<file path="config.mk">
export PLATFORM = sky130hd
export DESIGN_NAME = fb_rx_frame
export DESIGN_NICKNAME = d
export VERILOG_FILES = /design/src/rtl/fb_pkg.sv /design/src/rtl/fb_crc.sv /design/src/rtl/fb_rx_frame.sv
export SDC_FILE = /design/constraint.sdc
export NUM_CORES = 1
export LEC_CHECK = 0
export CAP_MARGIN = 30
export CORE_ASPECT_RATIO = 0.7
export CORE_MARGIN = 2
export CORE_UTILIZATION = 45
export CTS_CLUSTER_SIZE = 20
export DETAILED_ROUTE_END_ITERATION = 10
export PLACE_DENSITY = 0.7
export SLEW_MARGIN = 0
export SYNTH_ARGS = -nofsm -noshare
export SYNTH_HDL_FRONTEND = slang
export SYNTH_SLANG_ARGS = --single-unit
</file>
<file path="constraint.sdc">
create_clock -name Clk -period 2.5 [get_ports Clk]
set_input_delay 0.75 -clock Clk [delete_from_list [all_inputs] [get_ports Clk]]
set_output_delay 0.75 -clock Clk [all_outputs]
set_load 0.02 [all_outputs]
</file>
<file path="src/rtl/fb_pkg.sv">
// Shared constants, state encoding and CRC step for the FreeDM bus receive path.
package fb_pkg;

  localparam logic [3:0] NIB_PRE = 4'h5;
  localparam logic [3:0] NIB_SFD = 4'hD;

  localparam logic [7:0] CRC_INIT    = 8'hFF;
  localparam logic [7:0] CRC_TAPS    = 8'hA7;
  localparam logic [7:0] CRC_RESIDUE = 8'h7B;

  // RxStatus bit positions
  localparam int STAT_TOO_SHORT  = 3;
  localparam int STAT_TOO_LONG   = 2;
  localparam int STAT_ODD_NIBBLE = 1;
  localparam int STAT_CRC_ERR    = 0;

  typedef enum logic [1:0] {
    ST_IDLE = 2'd0,
    ST_PRE  = 2'd1,
    ST_DATA = 2'd2,
    ST_DROP = 2'd3
  } rx_state_t;

  // One nibble through the CRC shift register, MSB of the nibble first.
  function automatic logic [7:0] crc_nibble(input logic [7:0] crc, input logic [3:0] data);
    logic [7:0] c;
    logic       fb;
    c = crc;
    for (int i = 3; i >= 0; i--) begin
      fb = c[7] ^ data[i];
      c  = {c[6:0], 1'b0} ^ (fb ? CRC_TAPS : 8'h00);
    end
    return c;
  endfunction

endpackage

</file>
<file path="src/rtl/fb_crc.sv">
// Nibble-wide CRC-8 accumulator; CrcError flags a register value other than the good-frame residue.
module fb_crc
  import fb_pkg::*;
(
  input  logic       Clk,
  input  logic       Reset,
  input  logic       Initialize,
  input  logic       Enable,
  input  logic [3:0] Data,
  output logic [7:0] Crc,
  output logic       CrcError
);

  // Initialize has priority over Enable so the SFD cycle always starts a clean CRC.
  always_ff @(posedge Clk or posedge Reset) begin
    if (Reset)
      Crc <= CRC_INIT;
    else if (Initialize)
      Crc <= CRC_INIT;
    else if (Enable)
      Crc <= crc_nibble(Crc, Data);
  end

  assign CrcError = (Crc != CRC_RESIDUE);

endmodule

</file>
<file path="src/rtl/fb_rx_frame.sv">
// FreeDM slave receive framer: strips preamble/SFD, assembles bytes, withholds the CRC byte.
//
// state   | meaning
// --------+--------------------------------------------------------------
// IDLE    | bus quiet, waiting for the first preamble nibble
// PRE     | counting 0x5 preamble nibbles, waiting for SFD 0xD
// DATA    | frame body: nibbles into CRC, bytes held one deep and emitted
// DROP    | malformed start, ignoring the bus until RxDv falls
module fb_rx_frame
  import fb_pkg::*;
#(
  parameter int PRE_MIN   = 2,
  parameter int MAX_BYTES = 64,
  parameter int MIN_BYTES = 2
) (
  input  logic       Clk,
  input  logic       Reset_n,
  input  logic [3:0] RxD,
  input  logic       RxDv,
  output logic [7:0] RxByte,
  output logic       RxValid,
  output logic       RxStart,
  output logic       RxDone,
  output logic [7:0] RxLen,
  output logic [3:0] RxStatus
);

  localparam logic [7:0] PRE_MIN_C = 8'(PRE_MIN);
  localparam logic [8:0] MAX_C     = 9'(MAX_BYTES);
  localparam logic [8:0] MIN_C     = 9'(MIN_BYTES);

  rx_state_t  state, state_nxt;
  logic [7:0] pre_cnt, pre_cnt_nxt;
  logic [3:0] hi_nib, hi_nib_nxt;
  logic       half, half_nxt;
  logic [7:0] held, held_nxt;
  logic       held_vld, held_vld_nxt;
  logic [8:0] body_cnt, body_cnt_nxt;
  logic       too_long, too_long_nxt;
  logic [7:0] byte_nxt, len_nxt;
  logic       valid_nxt, start_nxt, done_nxt;
  logic [3:0] status_nxt;
  logic       sfd_ok, crc_en, crc_err;
  logic [7:0] crc_value;
  logic       crc_unused;
  logic [8:0] len_raw, len_cap;

  fb_crc u_crc (
    .Clk        (Clk),
    .Reset      (~Reset_n),
    .Initialize (sfd_ok | ~Reset_n),
    .Enable     (crc_en),
    .Data       (RxD),
    .Crc        (crc_value),
    .CrcError   (crc_err)
  );

  // The raw CRC register is only interesting on a debug probe.
  assign crc_unused = ^crc_value;

  // Payload length excludes the CRC byte and never reports more than MAX_BYTES-1.
  assign len_raw = (body_cnt == 9'd0) ? 9'd0 : body_cnt - 9'd1;
  assign len_cap = (len_raw > MAX_C - 9'd1) ? MAX_C - 9'd1 : len_raw;

  // State, counters and registered outputs.
  always_ff @(posedge Clk) begin
    if (!Reset_n) begin
      state    <= ST_IDLE;
      pre_cnt  <= '0;
      hi_nib   <= '0;
      half     <= 1'b0;
      held     <= '0;
      held_vld <= 1'b0;
      body_cnt <= '0;
      too_long <= 1'b0;
      RxByte   <= '0;
      RxValid  <= 1'b0;
      RxStart  <= 1'b0;
      RxDone   <= 1'b0;
      RxLen    <= '0;
      RxStatus <= '0;
    end else begin
      state    <= state_nxt;
      pre_cnt  <= pre_cnt_nxt;
      hi_nib   <= hi_nib_nxt;
      half     <= half_nxt;
      held     <= held_nxt;
      held_vld <= held_vld_nxt;
      body_cnt <= body_cnt_nxt;
      too_long <= too_long_nxt;
      RxByte   <= byte_nxt;
      RxValid  <= valid_nxt;
      RxStart  <= start_nxt;
      RxDone   <= done_nxt;
      RxLen    <= len_nxt;
      RxStatus <= status_nxt;
    end
  end

  // Next-state decode, byte assembly and end-of-frame status.
  always_comb begin
    state_nxt    = state;
    pre_cnt_nxt  = pre_cnt;
    hi_nib_nxt   = hi_nib;
    half_nxt     = half;
    held_nxt     = held;
    held_vld_nxt = held_vld;
    body_cnt_nxt = body_cnt;
    too_long_nxt = too_long;
    byte_nxt     = RxByte;
    valid_nxt    = 1'b0;
    start_nxt    = 1'b0;
    done_nxt     = 1'b0;
    len_nxt      = RxLen;
    status_nxt   = RxStatus;
    sfd_ok       = 1'b0;
    crc_en       = 1'b0;

    case (state)
      ST_IDLE: begin
        if (RxDv) begin
          if (RxD == NIB_PRE) begin
            state_nxt   = ST_PRE;
            pre_cnt_nxt = 8'd1;
          end else begin
            state_nxt = ST_DROP;
          end
        end
      end
      ST_PRE: begin
        if (!RxDv) begin
          state_nxt   = ST_IDLE;
          pre_cnt_nxt = '0;
        end else if (RxD == NIB_PRE) begin
          if (pre_cnt != 8'hFF)
            pre_cnt_nxt = pre_cnt + 8'd1;
        end else if (RxD == NIB_SFD && pre_cnt >= PRE_MIN_C) begin
          state_nxt    = ST_DATA;
          sfd_ok       = 1'b1;
          start_nxt    = 1'b1;
          pre_cnt_nxt  = '0;
          half_nxt     = 1'b0;
          held_vld_nxt = 1'b0;
          body_cnt_nxt = '0;
          too_long_nxt = 1'b0;
        end else begin
          state_nxt   = ST_DROP;
          pre_cnt_nxt = '0;
        end
      end
      ST_DATA: begin
        if (RxDv) begin
          crc_en = 1'b1;
          if (!half) begin
            hi_nib_nxt = RxD;
            half_nxt   = 1'b1;
          end else begin
            half_nxt = 1'b0;
            if (body_cnt <= MAX_C)
              body_cnt_nxt = body_cnt + 9'd1;
            if (body_cnt >= MAX_C)
              too_long_nxt = 1'b1;
            // The held byte goes out only while the new count is still within bounds.
            if (held_vld && body_cnt < MAX_C) begin
              valid_nxt = 1'b1;
              byte_nxt  = held;
            end
            held_nxt     = {hi_nib, RxD};
            held_vld_nxt = 1'b1;
          end
        end else begin
          // The held byte is the CRC and is discarded here.
          state_nxt                  = ST_IDLE;
          done_nxt                   = 1'b1;
          len_nxt                    = 8'(len_cap);
          status_nxt                 = '0;
          status_nxt[STAT_TOO_SHORT]  = (body_cnt < MIN_C);
          status_nxt[STAT_TOO_LONG]   = too_long;
          status_nxt[STAT_ODD_NIBBLE] = half;
          status_nxt[STAT_CRC_ERR]    = crc_err;
        end
      end
      ST_DROP: begin
        if (!RxDv)
          state_nxt = ST_IDLE;
      end
      default: state_nxt = ST_IDLE;
    endcase
  end

endmodule

</file>
==> results.ini <==
[synthesis]
synth_cells=372
synthArstFlopShare_pct=12.3
syn_avg_cell_area_um2=8.50
synth_common_cells=dfxtp_1 (57), nand2_1 (52), nor2_1 (34)
synth_ff_type=dfxtp_1
synth.area.top_cells=dfxtp_1 (36%), dfstp_2 (6.6%), nand2_1 (6.2%), a21oi_1 (5.2%), mux2i_1 (4.7%)
synth_cell_types=51
yosysMostFrequentCell=dfxtp_1
ys_ff_latch=65
yosysWarnings=0
synth-edff-count=0
yosysSeqAreaShare_pct=42.7
synth_top_area_share_pct=36.1
synth_top_area_cell=dfxtp_1
synth_nets=389
netlist_area_um2=3160

[critical_path]
reg2reg_to=body_cnt[6]
r2r_slack_ns=0.33
rr_startpoint=state[1]
path_cells=clkdlybuf4s50_1 > and4bb_1 > nand2_1 > a21o_1 > or4_1 > a21boi_1
slowest_delay_ns=0.51
crit_fanout=8
cp_slowest_cell=or4_1
crit_type=input pin to flip-flop
crit_arrival_ns=2.64
cp-start-kind=input pin
crit_path_end_kind=flip-flop
worstPathRequired_ns=2.78
reg2regPathDepth=7

[final_layout]
syn2layout_area_growth_pct=25.5
fin_nets=444
antenna_cells=0
nFillCells=604
drive_gt1_share_pct=14.6
stdcell_area_um2=3970
finalNonFillerCells=526
seqCellArea_um2=1350
multiInputGateArea_um2=1700

[sta]
fin_crit_sh_pct=94.5
finalSetupViolations=0
max-slew-margin-rel_pct=58.0
fin_ws_ns=0.138
finalMaxSlewViolations=0
skew_ns=0.00757
post-route-min-period_ns=2.36
hold_viol=0
max_freq_mhz=423
worstMarginPinSlew_ns=0.621
rsz0062_at_grt=no

[pwr]
pwr-share-comb_pct=34.7
leakagePower_nw=1.55
irDropWorstVdd_uv=495
p_clk_share_pct=27.7
totalPowerFinal_mw=3.28
switching_share_pct=35.4
p_int_mw=2.12
p_sw_mw=1.16
powerDensity_nw_per_um2=826
seq_power_share_pct=37.5

[detailed_routing]
vias=2889
vias_per_cell=5.49
firstDrtPassIters=5
dr.first_iter.drc_count=161
drcViolationCount=0
wl_um=7280
routedWlPerCell_um=13.8
antenna_left=0

[die]
start_util_pct=46.6
die_x_um=104
io_pins=30
core_area_um2=6790
dieArea_um2=7720
die_h_um=74.1
rows=25

[clocking]
cts_buffer_depth=2
cts_buffers=9
cts-htree-levels=3
clockRootBuffer=clkbuf_8
cts_tree=done
cts_hold_buf=0
clock_latency_ns=0.35
clkTransAtPathRegs_ns=0.08
clkSinkCount=65
cts_resized=0
postCtsSetupBuffers=0

[grt]
grt_use_total_pct=19.8
grt_pass1_vias=2521
grt_overflow=0
grt_max_degree=36
grt_pass1_wl_um=12300
antenna_found_initial=0

[placement]
numPlacedInstances=510
gp_congestion=0.829
dp.final_hpwl_um=5190
pre_cts_ws_ns=-0.225
place_area_um2=3760
port_buffers=29

[worst_hold_path]
worst_hold_path_type=flip-flop to flip-flop
hold_start=hi_nib[3]
holdPathStages=2
hold_end=held[7]

[flow_run]
maxCapViolCount=0

[status]
status=completed

-- routing by layer --
metal  vias to the layer above  part of all wire, %  wire length, µm  track usage (%)
met3                         8                  6.0              434             5.43
met1                      1344                   51             3710             28.8
met4                         0                 0.84               61             6.31
li1                       1436                    -                -                -
met2                       101                   42             3080             28.7
met5                         -                    0                0                0
-- cell type report --
cell class,instances,share of cell area (%)
clock buffers,9,3.12
clock inverters,7,1.95
inverters,12,1.13
multi-input cells,276,42.7
flip-flops and latches,65,34.0
well taps,94,2.96
repair buffers,63,14.1
-- worst max-delay path: cells and delay by family --
family / cells / cell delay [ns]
AND/OR/NAND/NOR: 3 / 1.00
buffers and inverters: 1 / 0.48
AO/OA/AOI/OAI: 2 / 0.41
-- worst max path at each step --
stage | from | endpoint | slack, ns | cells past startpoint
finish | RxD[3] | pre_cnt[3] | 0.14 | 6
global route | RxD[0] | pre_cnt[3] | 0.02 | 6
CTS | RxD[3] | pre_cnt[3] | 0.12 | 6
detailed placement | RxD[3] | pre_cnt[3] | -0.22 | 6
global placement | RxD[3] | pre_cnt[4] | -0.17 | 6
floorplan | RxD[2] | body_cnt[6] | 0.30 | 7
-- logic make-up (layout without fill, tap and decap cells) --
logic type | Yosys count | in the layout | share of synthesized area, %
AND/OR/NAND/NOR | 144 | 144 | 22.4
buffers and inverters | 31 | 91 | 3.88
flip-flops | 65 | 65 | 42.7
AO/OA/AOI/OAI | 89 | 89 | 17.3
XOR/XNOR | 18 | 18 | 4.99
multiplexers | 15 | 15 | 4.75
adder cells (fa/ha/maj) | 10 | 10 | 3.96
-- power by group through the flow --
stage	Sequential [mW]	Clock, mW	Combinational, mW
3_3_place_gp	1.25	0	1.09
3_5_place_dp	1.25	0	1.11
4_1_cts	1.23	0.925	1.12
2_1_floorplan	1.28	0	0.707
6_report	1.23	0.909	1.14
5_1_grt	1.24	0.966	1.26
-- stage by stage --
step	hold WS (ns)	utilization (%)	TNS, ns
2_1_floorplan	0.428	-	0
3_3_place_gp	0.437	55.4	-1.57
3_5_place_dp	0.440	55.4	-2.16
4_1_cts	0.444	58.4	0
5_1_grt	0.455	58.5	0
6_report	0.451	58.5	0
-- cell usage in the layout, fill, tap and decap left out, types with 3 or more instances in the layout --
cell type | synthesis | final
xnor2_1 | 12 | 12
dfstp_2 | 8 | 8
nor2_1 | 34 | 34
clkbuf_8 | 0 | 9
xor2_1 | 6 | 6
and3_1 | 3 | 3
nand2_1 | 52 | 52
o211ai_1 | 7 | 7
mux2i_1 | 15 | 15
or4_1 | 3 | 3
buf_4 | 0 | 33
nor3_1 | 10 | 10
clkdlybuf4s50_1 | 0 | 29
or3_1 | 6 | 6
dfxtp_1 | 57 | 57
nor4_1 | 6 | 6
nand2b_1 | 5 | 5
o21ai_0 | 23 | 23
a211oi_1 | 3 | 3
a31oi_1 | 4 | 4
nand3_1 | 11 | 11
ha_1 | 10 | 10
a21oi_1 | 33 | 33
inv_1 | 11 | 11
and4_1 | 3 | 3
-- flip-flops by register name (all words and copies together), names as in the netlist, 2 cells and up --
register / count
RxByte: 8
body_cnt: 9
RxLen: 8
hi_nib: 4
held: 8
pre_cnt: 8
RxStatus: 4
u_crc.Crc: 8
state: 2
Power figures use the tool's default switching activity.
